<file path="src/rtl/key_input_pkg.sv">
// Shared constants for the memory-mapped key/switch input port:
// register byte offsets inside the window and the press counter width.
package key_input_pkg;

    // Width of the PRESS_CNT register (zero-extended on read)
    localparam int PRESS_CNT_W = 16;

    // Size of the decoded register window in bytes
    localparam int WINDOW_BYTES = 32;

    // Byte offsets of the registers inside the window
    localparam logic [4:0] OFF_LEVEL = 5'h00;
    localparam logic [4:0] OFF_RISE  = 5'h04;
    localparam logic [4:0] OFF_MASK  = 5'h08;
    localparam logic [4:0] OFF_CNT   = 5'h0C;
    localparam logic [4:0] OFF_FALL  = 5'h10;

    // Drops the byte-lane bits so any byte address hits its word
    localparam logic [4:0] WORD_MASK = 5'h1C;

endpackage

</file>
<file path="src/rtl/key_debounce.sv">
// Single-key conditioner: 2-flop synchronizer followed by a debounce
// counter that accepts a new level after DEBOUNCE_CYCLES stable cycles.
// Ports:
//   clk    - system clock, rising edge
//   reset  - asynchronous, active-high reset
//   key    - raw asynchronous key level
//   level  - debounced level (registered)
//   accept - high in the cycle the debounced level is about to change
module key_debounce #(
    parameter int DEBOUNCE_CYCLES = 10000
) (
    input  logic clk,
    input  logic reset,
    input  logic key,
    output logic level,
    output logic accept
);

    localparam int CW = $clog2(DEBOUNCE_CYCLES);
    localparam logic [CW-1:0] CNT_MAX = CW'(DEBOUNCE_CYCLES - 1);

    logic          sync_a;
    logic          sync_b;
    logic [CW-1:0] count;

    // The counter only ever runs while the synchronized input disagrees
    // with the accepted level, so reaching CNT_MAX means the input has
    // been stable at the new value for DEBOUNCE_CYCLES edges.
    assign accept = (sync_b != level) && (count == CNT_MAX);

    always_ff @(posedge clk or posedge reset) begin
        if (reset) begin
            sync_a <= 1'b0;
            sync_b <= 1'b0;
            count  <= '0;
            level  <= 1'b0;
        end else begin
            sync_a <= key;
            sync_b <= sync_a;
            if (sync_b == level) begin
                count <= '0;
            end else if (accept) begin
                level <= sync_b;
                count <= '0;
            end else begin
                count <= count + CW'(1);
            end
        end
    end

endmodule

</file>
<file path="src/rtl/key_input_port.sv">
// Memory-mapped key/switch input port: debounced LEVEL, sticky RISE
// (write-1-to-clear), interrupt MASK and a 16-bit PRESS_CNT, with a
// level interrupt. Optional FALL register when KEY_FALL_EDGE_EN is
// defined (offset 0x10); without it that offset reads 0.
// Ports:
//   clk, reset         - clock and asynchronous active-high reset
//   keys               - raw bouncing key levels
//   dm_addr/wena/wdata - CPU data bus request
//   dm_rdata           - combinational read data (0 outside window)
//   dm_sel             - address falls inside the register window
//   irq                - level interrupt request
module key_input_port
    import key_input_pkg::*;
#(
    parameter int          NUM_KEYS        = 16,
    parameter int          DEBOUNCE_CYCLES = 10000,
    parameter logic [31:0] BASE_ADDR       = 32'h1001_F000
) (
    input  logic                clk,
    input  logic                reset,
    input  logic [NUM_KEYS-1:0] keys,
    input  logic [31:0]         dm_addr,
    input  logic                dm_wena,
    input  logic [31:0]         dm_wdata,
    output logic [31:0]         dm_rdata,
    output logic                dm_sel,
    output logic                irq
);

    logic [NUM_KEYS-1:0]    level;
    logic [NUM_KEYS-1:0]    accept;
    logic [NUM_KEYS-1:0]    rise;
    logic [NUM_KEYS-1:0]    rise_set;
    logic [NUM_KEYS-1:0]    mask;
    logic [NUM_KEYS-1:0]    clr_bits;
    logic [PRESS_CNT_W-1:0] press_cnt;
    logic [PRESS_CNT_W-1:0] press_next;
    logic [31:0]            offset;
    logic [4:0]             reg_off;
    logic                   wr;
    logic                   wr_rise;
    logic                   wr_mask;
    logic                   wr_cnt;
    logic                   unused_wdata;

    // ---------------------------------------------------------------
    // Per-key synchronizer and debounce
    // ---------------------------------------------------------------
    for (genvar g = 0; g < NUM_KEYS; g++) begin : g_key
        key_debounce #(
            .DEBOUNCE_CYCLES(DEBOUNCE_CYCLES)
        ) u_debounce (
            .clk   (clk),
            .reset (reset),
            .key   (keys[g]),
            .level (level[g]),
            .accept(accept[g])
        );
    end

    // A key rises when its accepted change is from 0 to 1
    assign rise_set = accept & ~level;

    // ---------------------------------------------------------------
    // Address decode
    // ---------------------------------------------------------------
    // Subtracting the base keeps the window correct for any
    // word-aligned base, not only 32-byte aligned ones.
    assign offset  = dm_addr - BASE_ADDR;
    assign dm_sel  = offset < 32'(WINDOW_BYTES);
    assign reg_off = offset[4:0] & WORD_MASK;

    assign wr      = dm_wena && dm_sel;
    assign wr_rise = wr && (reg_off == OFF_RISE);
    assign wr_mask = wr && (reg_off == OFF_MASK);
    assign wr_cnt  = wr && (reg_off == OFF_CNT);

    assign clr_bits     = dm_wdata[NUM_KEYS-1:0];
    assign unused_wdata = ^dm_wdata;

    // ---------------------------------------------------------------
    // Press counter: a new rise wins over a clearing write and then
    // counts as the first press after the clear.
    // ---------------------------------------------------------------
    always_comb begin
        press_next = press_cnt;
        if (|rise_set) begin
            if (wr_cnt) begin
                press_next = PRESS_CNT_W'(1);
            end else begin
                press_next = press_cnt + PRESS_CNT_W'(1);
            end
        end else if (wr_cnt) begin
            press_next = '0;
        end
    end

    // ---------------------------------------------------------------
    // RISE, MASK, PRESS_CNT state
    // ---------------------------------------------------------------
    always_ff @(posedge clk or posedge reset) begin
        if (reset) begin
            rise      <= '0;
            mask      <= '0;
            press_cnt <= '0;
        end else begin
            if (wr_rise) begin
                rise <= (rise & ~clr_bits) | rise_set;
            end else begin
                rise <= rise | rise_set;
            end
            if (wr_mask) begin
                mask <= dm_wdata[NUM_KEYS-1:0];
            end
            press_cnt <= press_next;
        end
    end

`ifdef KEY_FALL_EDGE_EN
    logic [NUM_KEYS-1:0] fall;
    logic [NUM_KEYS-1:0] fall_set;
    logic                wr_fall;

    assign fall_set = accept & level;
    assign wr_fall  = wr && (reg_off == OFF_FALL);

    always_ff @(posedge clk or posedge reset) begin
        if (reset) begin
            fall <= '0;
        end else if (wr_fall) begin
            fall <= (fall & ~clr_bits) | fall_set;
        end else begin
            fall <= fall | fall_set;
        end
    end

    assign irq = |((rise | fall) & mask);
`else
    assign irq = |(rise & mask);
`endif

    // ---------------------------------------------------------------
    // Read mux
    // ---------------------------------------------------------------
    always_comb begin
        dm_rdata = '0;
        if (dm_sel) begin
            case (reg_off)
                OFF_LEVEL: dm_rdata = 32'(level);
                OFF_RISE:  dm_rdata = 32'(rise);
                OFF_MASK:  dm_rdata = 32'(mask);
                OFF_CNT:   dm_rdata = 32'(press_cnt);
`ifdef KEY_FALL_EDGE_EN
                OFF_FALL:  dm_rdata = 32'(fall);
`endif
                default:   dm_rdata = '0;
            endcase
        end
    end

endmodule

</file>
<file path="config.mk">
export PLATFORM = sky130hd
export DESIGN_NAME = key_input_port
export DESIGN_NICKNAME = d
export VERILOG_FILES = /design/src/rtl/key_input_pkg.sv /design/src/rtl/key_debounce.sv /design/src/rtl/key_input_port.sv
export SDC_FILE = /design/constraint.sdc
export NUM_CORES = 1
export LEC_CHECK = 0
export BUFFER_PORTS_ARGS = -buffer_cell sky130_fd_sc_hd__buf_2
export CORE_MARGIN = 4
export CORE_UTILIZATION = 36
export CTS_CLUSTER_SIZE = 10
export DETAILED_ROUTE_END_ITERATION = 8
export HOLD_SLACK_MARGIN = 0.05
export PLACE_DENSITY = 0.52
export SLEW_MARGIN = 10
export SYNTH_ARGS = -nofsm -noshare
export SYNTH_HDL_FRONTEND = slang
export SYNTH_SLANG_ARGS = --single-unit
</file>
<file path="constraint.sdc">
create_clock -name clk -period 10.07 [get_ports clk]
set_clock_uncertainty 0.1 [all_clocks]
set_input_delay 0 -clock clk [delete_from_list [all_inputs] [get_ports clk]]
set_output_delay 0 -clock clk [all_outputs]
set_load 0.1 [all_outputs]
</file>
==> results.toml <==
[cts]
cts_num_sinks = 320
cts_setup_buffers = 0
post_cts_resized = 0
cts_root_buf = "clkbuf_16"
cts_buffer_depth = 3
worst_skew_pair.late_latency_ps = 550
numCtsBuffers = 39
clkTransAtPathRegs_ps = 50
h-tree-depth = 2
cts_tree = "built"

[synthesis]
synth_ff_type = "dfrtp_1"
synth_compound_area_share_pct = 5.63
synth_xor_area_share_pct = 11.4
synth_edf_count = 0
synth_top_family_by_area = "simple AND/OR/NAND/NOR gates"
synth-simple-area-share_pct = 22.3
synth_area_um2 = 14800
synthAdderAreaFrac_pct = 1.44
synth_top_area_share_pct = 54.2
synth_cells = 1411
async_reset_ff_share_pct = 100
synth_area_leaders = "dfrtp_1, xor2_1, nor2_1"
ys_top_cells_by_count = "dfrtp_1, nor2_1, xor2_1, nand2_1"
synth_top_area_cell = "dfrtp_1"
yosysMostFrequentCell = "dfrtp_1"
yosysSeqAreaShare_pct = 54.2
syn_area_per_cell_um2 = 10.5
synth_cell_types = 53
synth_warnings = 0
synth-seq-cells = 320
synth.mux.area_fraction_pct = 2.91

[worst_setup_path]
r2r_slack_ps = 7460
critPathRequiredTime_ps = 9970
r2r-end = "press_cnt[11]"
worstSetupStartpointType = "input port"
end_kind = "output port"
crit_fanout = 16
crit-reg2reg-launch = "g_key[13].u_debounce.count[0]"
cp-endpoint = "dm_rdata[2]"
cp-startpoint = "dm_addr[29]"
crit_type = "in -> out"
cp.arrival_ps = 2680
rr_worst_depth = 8

[grt]
grt-ovfl-total = 0
grt_pass1_wl_um = 53900
antenna_found_initial = 1
grt_max_degree = 180
grt_pass1_vias = 10500
track_usage_pct = 14.6

[route]
drc = 0
wirelength_um = 32000
dr.pass1.iters = 4
drt_iter0_markers = 658
wl_per_cell_um = 15.3
viasPerCell = 4.94
drtAntennaViolNets = 0
vias = 10300

[sta]
tightest_slew_ps = 1010
grt_setup_unrepaired = "false"
slew_violations = 0
fin_crit_sh_pct = 27.6
min_period_ps = 2780
slew_headroom_pct = 32.4
setup_tns_ps = 0
setup_viol = 0
hold_viol_final = 0
fmax_mhz = 360

[final_layout]
area_growth_syn_to_layout_pct = 17.3
drive_gt1_share_pct = 12.1
layout.nets = 1653
diodes = 0
fin_cells = 2093
fin_util_pct = 43.1

[status]
outcome = "finished clean"

[placed_design]
hpwl_um = 21300
gp_congestion = 0.761
dpl.cell_count = 1987
port-buffer-count = 82

[floorplan]
dieArea_um2 = 44300
die_w_um = 211
io_pins = 117
initial_core_util_pct = 36.7
core_um2 = 40200
die_h_um = 211
num_rows = 73

[worst_hold_path]
hold_path_class = "in -> reg"

[run]
maxCapViolCount = 0

[power_and_ir_drop]
totalPowerFinal_mw = 2.75
ir_drop_v = 0.000102
pwr_density_cell_nw_per_um2 = 158
leakage_nw = 7.82
-- cell type report --
type                            count  area, um^2
Clock buffer                       53        1080
Clock inverter                      3        55.1
Fill cell                        3855       22900
Inverter                           11        48.8
Multi-Input combinational cell   1045        6530
Sequential cell                   320        8010
Tap cell                          525         657
Timing Repair Buffer              136         953
-- repair_timing --
item,4_1_cts,5_1_grt
endpoints found under the setup margin,0,0
hold buffers,50,0
hold endpoints to repair,196,0
-- stage by stage --
stage	setup WS (ps)	area [um^2]	hold WS, ps
2_1_floorplan	1110	14800	-68.6
3_3_place_gp	7370	15700	8.31
3_5_place_dp	7370	15700	9.71
4_1_cts	7370	17300	104
5_1_grt	7070	17300	164
6_report	7290	17300	123
-- routing by layer --
layer	vias up	GRT usage (%)	wire length [um]
li1	5122	-	-
met1	5007	21.6	15900
met2	162	22.1	14000
met3	42	2.46	1430
met4	2	4.38	635
met5	-	0	7
-- state kept, by name, summed over array words and instances, names as in the netlist --
name and flops:
g_key.u_debounce.count 224, g_key.u_debounce.level 16, g_key.u_debounce.sync_a 16, g_key.u_debounce.sync_b 16, mask 16, press_cnt 16
rise 16
-- worst min-delay path by stage --
stage               slack [ps]                    endpoint  cells past startpoint         from
floorplan                  -70  g_key[0].u_debounce.sync_a                      0      keys[0]
global placement             8  g_key[0].u_debounce.sync_a                      1      keys[0]
detailed placement          10  g_key[1].u_debounce.sync_a                      1      keys[1]
CTS                        100                press_cnt[8]                      5  dm_addr[15]
global route               160                     mask[8]                      3  dm_wdata[8]
finish                     120                press_cnt[8]                      5  dm_addr[15]
-- logic make-up after synthesis --
family                   after synthesis
buffers and inverters                 61
AND/OR/NAND/NOR                      650
XOR/XNOR                             192
other                                  1
flip-flops                           320
AO/OA/AOI/OAI                        131
multiplexers                          39
adder cells (fa/ha/maj)               17
-- critical path, stage by stage --
cell      delay (ps)
buf_2             90
nor4b_1          330
nand4_1          180
nor3_2           450
nand2b_1         530
a21oi_1          560
buf_2            520
-- power by group --
group / internal (mW) / total, mW / switching [mW]
registers: 1.31 / 1.32 / 0.0155
logic: 0.0429 / 0.134 / 0.0912
clock network: 0.766 / 1.29 / 0.522
total: 2.12 / 2.75 / 0.629
-- cell usage in the layout (no fill, tap or decap), types with 40 or more instances in the layout --
cell / instances
nand3_1: 81
clkbuf_16: 40
a21oi_1: 41
nand2_1: 110
nand4_1: 47
xnor2_1: 81
nor2_1: 221
dfrtp_1: 320
dlygate4sd3_1: 50
and3_1: 68
xor2_1: 111
buf_2: 82
No activity file was read; power rests on OpenSTA's default activity.
